==> src/rtl/radix4_down_counter.sv <==
// Loadable saturating down-counter (step 1 or 2) with IDLE/RUN/DONE handshake and a
// registered terminal-count pulse. Define RADIX4_DOWN_COUNTER_RELOAD_EN for auto-reload.
module radix4_down_counter #(
  parameter int unsigned WIDTH   = 3,
  parameter int unsigned RST_VAL = 0
) (
  input  logic             clk,
  input  logic             rst,
  input  logic             load,
  input  logic [WIDTH-1:0] load_val,
  input  logic             en,
  input  logic             step2,
  output logic [WIDTH-1:0] count,
  output logic             busy,
  output logic             zero,
  output logic             tc
);

  localparam logic [WIDTH-1:0] RST_COUNT = WIDTH'(RST_VAL);

  typedef enum logic [1:0] {
    S_IDLE,
    S_RUN,
    S_DONE
  } state_t;

  state_t           state_q, state_d;
  logic [WIDTH-1:0] count_q, count_d;
  logic             busy_q, busy_d;
  logic             tc_q, tc_d;
  logic [WIDTH:0]   dec_ext;
  logic [WIDTH:0]   diff;
  logic             above_step;

`ifdef RADIX4_DOWN_COUNTER_RELOAD_EN
  logic [WIDTH-1:0] reload_q, reload_d;
`endif

  // Extra borrow bit: count > d exactly when no borrow and a nonzero remainder.
  assign dec_ext    = step2 ? (WIDTH+1)'(2) : (WIDTH+1)'(1);
  assign diff       = {1'b0, count_q} - dec_ext;
  assign above_step = !diff[WIDTH] && (diff[WIDTH-1:0] != '0);

  always_comb begin
    state_d = state_q;
    count_d = count_q;
    tc_d    = 1'b0;
`ifdef RADIX4_DOWN_COUNTER_RELOAD_EN
    reload_d = reload_q;
`endif
    if (load) begin
`ifdef RADIX4_DOWN_COUNTER_RELOAD_EN
      reload_d = load_val;
`endif
      count_d = load_val;
      if (load_val != '0) begin
        state_d = S_RUN;
      end else begin
        state_d = S_DONE;
        tc_d    = 1'b1;
      end
    end else if (state_q == S_RUN && en) begin
      if (above_step) begin
        count_d = diff[WIDTH-1:0];
      end else begin
        tc_d = 1'b1;
`ifdef RADIX4_DOWN_COUNTER_RELOAD_EN
        if (reload_q != '0) begin
          count_d = reload_q;
        end else begin
          count_d = '0;
          state_d = S_DONE;
        end
`else
        count_d = '0;
        state_d = S_DONE;
`endif
      end
    end
    busy_d = (state_d == S_RUN);
  end

  always_ff @(posedge clk) begin
    if (rst) begin
      state_q <= S_IDLE;
      count_q <= RST_COUNT;
      busy_q  <= 1'b0;
      tc_q    <= 1'b0;
`ifdef RADIX4_DOWN_COUNTER_RELOAD_EN
      reload_q <= '0;
`endif
    end else begin
      state_q <= state_d;
      count_q <= count_d;
      busy_q  <= busy_d;
      tc_q    <= tc_d;
`ifdef RADIX4_DOWN_COUNTER_RELOAD_EN
      reload_q <= reload_d;
`endif
    end
  end

  assign count = count_q;
  assign busy  = busy_q;
  assign tc    = tc_q;
  assign zero  = (count_q == '0);

endmodule

==> config.mk <==
export PLATFORM = sky130hd
export DESIGN_NAME = radix4_down_counter
export DESIGN_NICKNAME = d
export VERILOG_FILES = /design/src/rtl/radix4_down_counter.sv
export SDC_FILE = /design/constraint.sdc
export NUM_CORES = 1
export LEC_CHECK = 0
export ABC_AREA = 1
export CAP_MARGIN = 20
export CORE_AREA = 2 2 39 41
export CTS_CLUSTER_SIZE = 12
export DETAILED_ROUTE_END_ITERATION = 10
export DIE_AREA = 0 0 41 43
export HOLD_SLACK_MARGIN = 0.03
export PLACE_DENSITY_LB_ADDON = 0.2
export SETUP_SLACK_MARGIN = 0.02
export SLEW_MARGIN = 40
export SYNTH_ARGS = -nofsm -noshare
export SYNTH_HDL_FRONTEND = slang
export SYNTH_SLANG_ARGS = --single-unit
==> constraint.sdc <==
create_clock -name clk -period 2 [get_ports clk]
set_clock_uncertainty 0.15 [all_clocks]
set_input_delay 0.2 -clock clk [delete_from_list [all_inputs] [get_ports clk]]
set_output_delay 0.2 -clock clk [all_outputs]
set_load 0.1 [all_outputs]
# Yosys cells after proc, flatten, opt, wreduce, memory -nomap -nowiden
# Index checks and enable logic that the tools add are counted.
dict set report word_totals {
  register_bits 7
  in_bits 8
  out_inout_bits 6
}
dict set report classes {
  addsub 1
  n_eq_ne 2
  muxes 12
  n_reduce_logical 7
}
# cell n
set op_table {}
lappend op_table {{two-way mux 2 bit} 5}
lappend op_table {{two-way mux 3 bit} 3}
lappend op_table {{nonzero test 3 bit} 2}
lappend op_table {{== test 2 x 1 -> 1 bit, second input constant} 2}
lappend op_table {{two-way mux 1 bit} 4}
lappend op_table {{subtractor 3 x 2 -> 4 bit} 1}
lappend op_table {{logical NOT 3 bit} 1}
lappend op_table {{logical AND 1 bit} 2}
lappend op_table {{nonzero test 2 bit} 1}
lappend op_table {{logical NOT 1 bit} 1}

# Longest topological paths before layout
# Gate-level depths: netlist of run 1.
dict set report depth {
  depth_word 8
  ltp_mapped 11
}

# Worst setup path before layout of run 1
# No wires, ideal clock.
dict set report synth_timing {
  path_kind {register to output}
  startpoint {register count_q[2] (netlist: count[2])}
  endpoint {output port zero}
  arrival_ps 2889
  slack_ps -1239
  stages_incl_launch_ff 2
  path_cell_list {dfxtp_1 > nor3_1}
}
dict set report synth_via {
  elab_chain_cells 1
}
# element line
set synth_lines {}
lappend synth_lines {{from (decl)} 28} ;# logic [WIDTH-1:0] count_q, count_d;
lappend synth_lines {{from (signal assigned)} 94} ;# count_q <= count_d;
lappend synth_lines {{logical NOT 3 bit} 106} ;# assign zero = (count_q == '0);
lappend synth_lines {{to (decl)} 15} ;# output logic zero,
# No other way between the ends.

# Worst setup path after layout of run 1
dict set report layout_timing {
  startpoint {register count_q[0] (netlist: count[0])}
  endpoint {register state_q[0]}
}
dict set report layout_via {
  elab_chain_cells 6
}
# element line
set layout_lines {}
lappend layout_lines {{subtractor 3 x 2 -> 4 bit (*)} 41} ;# assign diff = {1'b0, count_q} - dec_ext;
lappend layout_lines {{nonzero test 3 bit / logical NOT 1 bit (equally long branches)} 42} ;# assign above_step = !diff[WIDTH] && (diff[WIDTH-1:0] != '0);
lappend layout_lines {{logical AND 1 bit (*)} 42}
lappend layout_lines {{two-way mux 2 bit (*)} 63} ;# if (above_step) begin
lappend layout_lines {{two-way mux 2 bit (*)} 62} ;# end else if (state_q == S_RUN && en) begin
lappend layout_lines {{two-way mux 2 bit (*)} 51} ;# if (load) begin
lappend layout_lines {{to (signal assigned)} 93} ;# state_q <= state_d;
lappend layout_lines {{to (decl)} 27} ;# state_t state_q, state_d;
# Every way passes the cells marked *; elsewhere a longest branch is shown, timed or not.
# A chain may end at the register's enable or synchronous reset.

==> results of run 1 <==
## cell usage after synthesis
| master | number |
|---|---|
| a21oi_1 | 3 |
| clkinv_1 | 3 |
| dfxtp_1 | 7 |
| fa_1 | 1 |
| ha_1 | 2 |
| inv_1 | 11 |
| inv_2 | 1 |
| nand2_1 | 12 |
| nand2_2 | 5 |
| nand3_1 | 8 |
| nand3_2 | 1 |
| nand3b_4 | 1 |
| nor2_1 | 3 |
| nor2_4 | 1 |
| nor3_1 | 2 |
| o21ai_0 | 1 |
| o21ai_2 | 1 |
## power breakdown
part           switching [mW]  internal [mW]  total [mW]  leakage [nW]
combinational           0.112         0.0641       0.176         0.280
sequential             0.0108          0.148       0.159        0.0591
clock                  0.0495         0.0760       0.126        0.0150
## logic make-up (layout without fill, tap and decap cells)
kind of cell / count (synthesis) / after routing / synth area share, %
DFF: 7 / 7 / 31.2
AOI/OAI and AO/OA: 5 / 5 / 6.40
buffers and inverters: 15 / 35 / 12.5
adders and majority gates: 3 / 3 / 10.0
and+or+nand+nor: 33 / 33 / 39.8
## area by class of cell
| type | instances | share of cell area (%) |
|---|---|---|
| timing repair buffer | 16 | 24.2 |
| clock buffer | 4 | 3.85 |
| sequential | 7 | 21.7 |
| tap | 16 | 2.94 |
| inverter | 15 | 8.26 |
| multi-input combinational | 41 | 39.1 |
## worst min path at each step
stage / depth (start not counted) / slack, ns / endpoint
floorplan: 1 / 0.11 / count[0]$_SDFFE_PP0P_
finish: 2 / 0.33 / state_q[1]$_SDFF_PP0_
global placement: 2 / 0.33 / state_q[1]$_SDFF_PP0_
CTS: 2 / 0.34 / state_q[1]$_SDFF_PP0_
global route: 2 / 0.36 / state_q[1]$_SDFF_PP0_
detailed placement: 2 / 0.33 / state_q[1]$_SDFF_PP0_
## routing by layer
layer | global-route usage [%] | wire (µm) | up-vias
li1 | - | - | 236
met1 | 16.5 | 410 | 203
met2 | 17.2 | 395 | 13
met3 | 7.85 | 64 | 2
met4 | 2.00 | 8 | 0
met5 | 0 | 0 | -
## worst min-delay path, stage by stage, from the launching register on
cell and delay [ns]:
dfxtp_1 0.32, nand3_1 0.08, nand2_1 0.04
## flip-flops by register name, indices dropped and copies added, names as in the netlist
signal,flops
count,3
state_q,2
tc,1
busy,1
==> impl_metrics.json, run 1 <==
{
  "drive_above_1_share_pct": 31.3,
  "hp-class": "flop to flop",
  "multiInputGateArea_um2": 267,
  "crit_arrival_ns": 1.82,
  "power_density_mw_per_mm2": 676,
  "startpoint_type": "flop",
  "cp.required_ns": 1.98,
  "clk_path_buf_depth": 2,
  "path_common_cell": "nand2_2",
  "hold_path_startpoint": "state_q[1]$_SDFF_PP0_",
  "area_growth_pct": 51.8,
  "finalHoldViolCount": 0,
  "core_area_mm2": 0.00138,
  "rsz0062_at_grt": "no",
  "startpoint": "count[0]$_SDFFE_PP0P_",
  "status": "completed",
  "synthesis.nets": 74,
  "post-dp-hpwl_um": 738,
  "numCtsBuffers": 3,
  "regToRegSetupSlack_ns": 0.16,
  "ant_nets": 0,
  "start_util_pct": 32.5,
  "setup_viol": 0,
  "critPathMaxStageDelay_ns": 0.56,
  "grt_pass1_vias": 378,
  "synth_seq_cells": 7,
  "postCtsSetupRepairBufs": 0,
  "ctsHoldBuffers": 0,
  "diodes": 0,
  "drtPass1Iterations": 3,
  "postCtsResizedCells": 0,
  "cap_violations": 0,
  "routedWlPerCell_um": 8.87,
  "regToRegEndpoint": "state_q[0]$_SDFF_PP0_",
  "holdWs_ns": 0.334,
  "dr.first_iter.drc_count": 7,
  "dr_total_vias": 454,
  "rows": 14,
  "post-route-min-period_ns": 1.84,
  "max_freq_ghz": 0.544,
  "critical_path.n_buffers_inverters": 2,
  "antenna_found_initial": 0,
  "setup_tns_ns": 0,
  "max_slew_margin_pct": 77.8,
  "h-tree-depth": 1,
  "n_fill_cell": 153,
  "crit_fanout": 4,
  "die_height_um": 43,
  "p_leak_nw": 0.354,
  "ys_seq_area_share_pct": 31.2,
  "seq_area_um2": 148,
  "layout_setup_ws_ns": 0.163,
  "cpMaxStageDelayCell": "fa_1",
  "yosysTopAreaCell": "dfxtp_1",
  "syn_area_per_cell_um2": 7.13,
  "place_ws_ns": -0.146,
  "mostFrequentLayoutCell": "nand2_1",
  "worst_pin_slew_ns": 0.332,
  "drv_slew": 0,
  "finalWirelength_um": 878,
  "worstPathCellList": "inv_1 > ha_2 > fa_1 > nand2_1 > inv_1 > nand3_2 > nand2_2 > nand2_2 > nand2_2 > nor2_1",
  "die_area_mm2": 0.00176,
  "track_usage_pct": 12.5,
  "critPathCaptureType": "flop",
  "grt_pass1_wl_um": 1490,
  "yosysTopAreaCellShare_pct": 31.2,
  "grt_max_degree": 8,
  "stdcell_area_um2": 682,
  "yosysWarnings": 0,
  "path_delay_family": "adder cells",
  "port-buffer-count": 13,
  "r2r.worst_path.cells": 10,
  "cts-root-buf": "clkbuf_4",
  "cp_num_cells": 10,
  "numClockSinks": 7,
  "r2r_start": "count[0]$_SDFFE_PP0P_",
  "dpl.cell_count": 95,
  "syn_inst": 63,
  "cts_tree": "built",
  "num_io_pins": 14,
  "clock_latency_ns": 0.25,
  "post-route-period-util_pct": 91.9,
  "yosys-top-cells-area": "dfxtp_1, nand2_1, inv_1, nand3_1, nand2_2",
  "grt_overflow": 0,
  "viasPerCell": 4.59,
  "yosysUniqueCellTypes": 17,
  "routabilityCongestion": 0.738,
  "die_w_um": 41,
  "layout_common_cells": "nand2_1, inv_1, nand3_1",
  "drc_errors": 0,
  "ir_drop_mv": 0.365,
  "clk_pin_slew_ns": 0.05,
  "totalPowerFinal_uw": 461,
  "post_layout_nonfiller_instances": 99,
  "nets": 95,
  "dpl_cell_area_um2": 651,
  "netlist_area_um2": 449,
  "crit_type": "flop to flop",
  "final_util_pct": 49.3,
  "endpoint": "state_q[0]$_SDFF_PP0_"
}
No activity file was read; power rests on OpenSTA's default activity.
==> run 2: changes to the inputs <==
- ABC_CLOCK_PERIOD_IN_PS: not set -> 2000
==> results of run 2 <==
Final layout, timing and power as in run 1 (identical DEF).
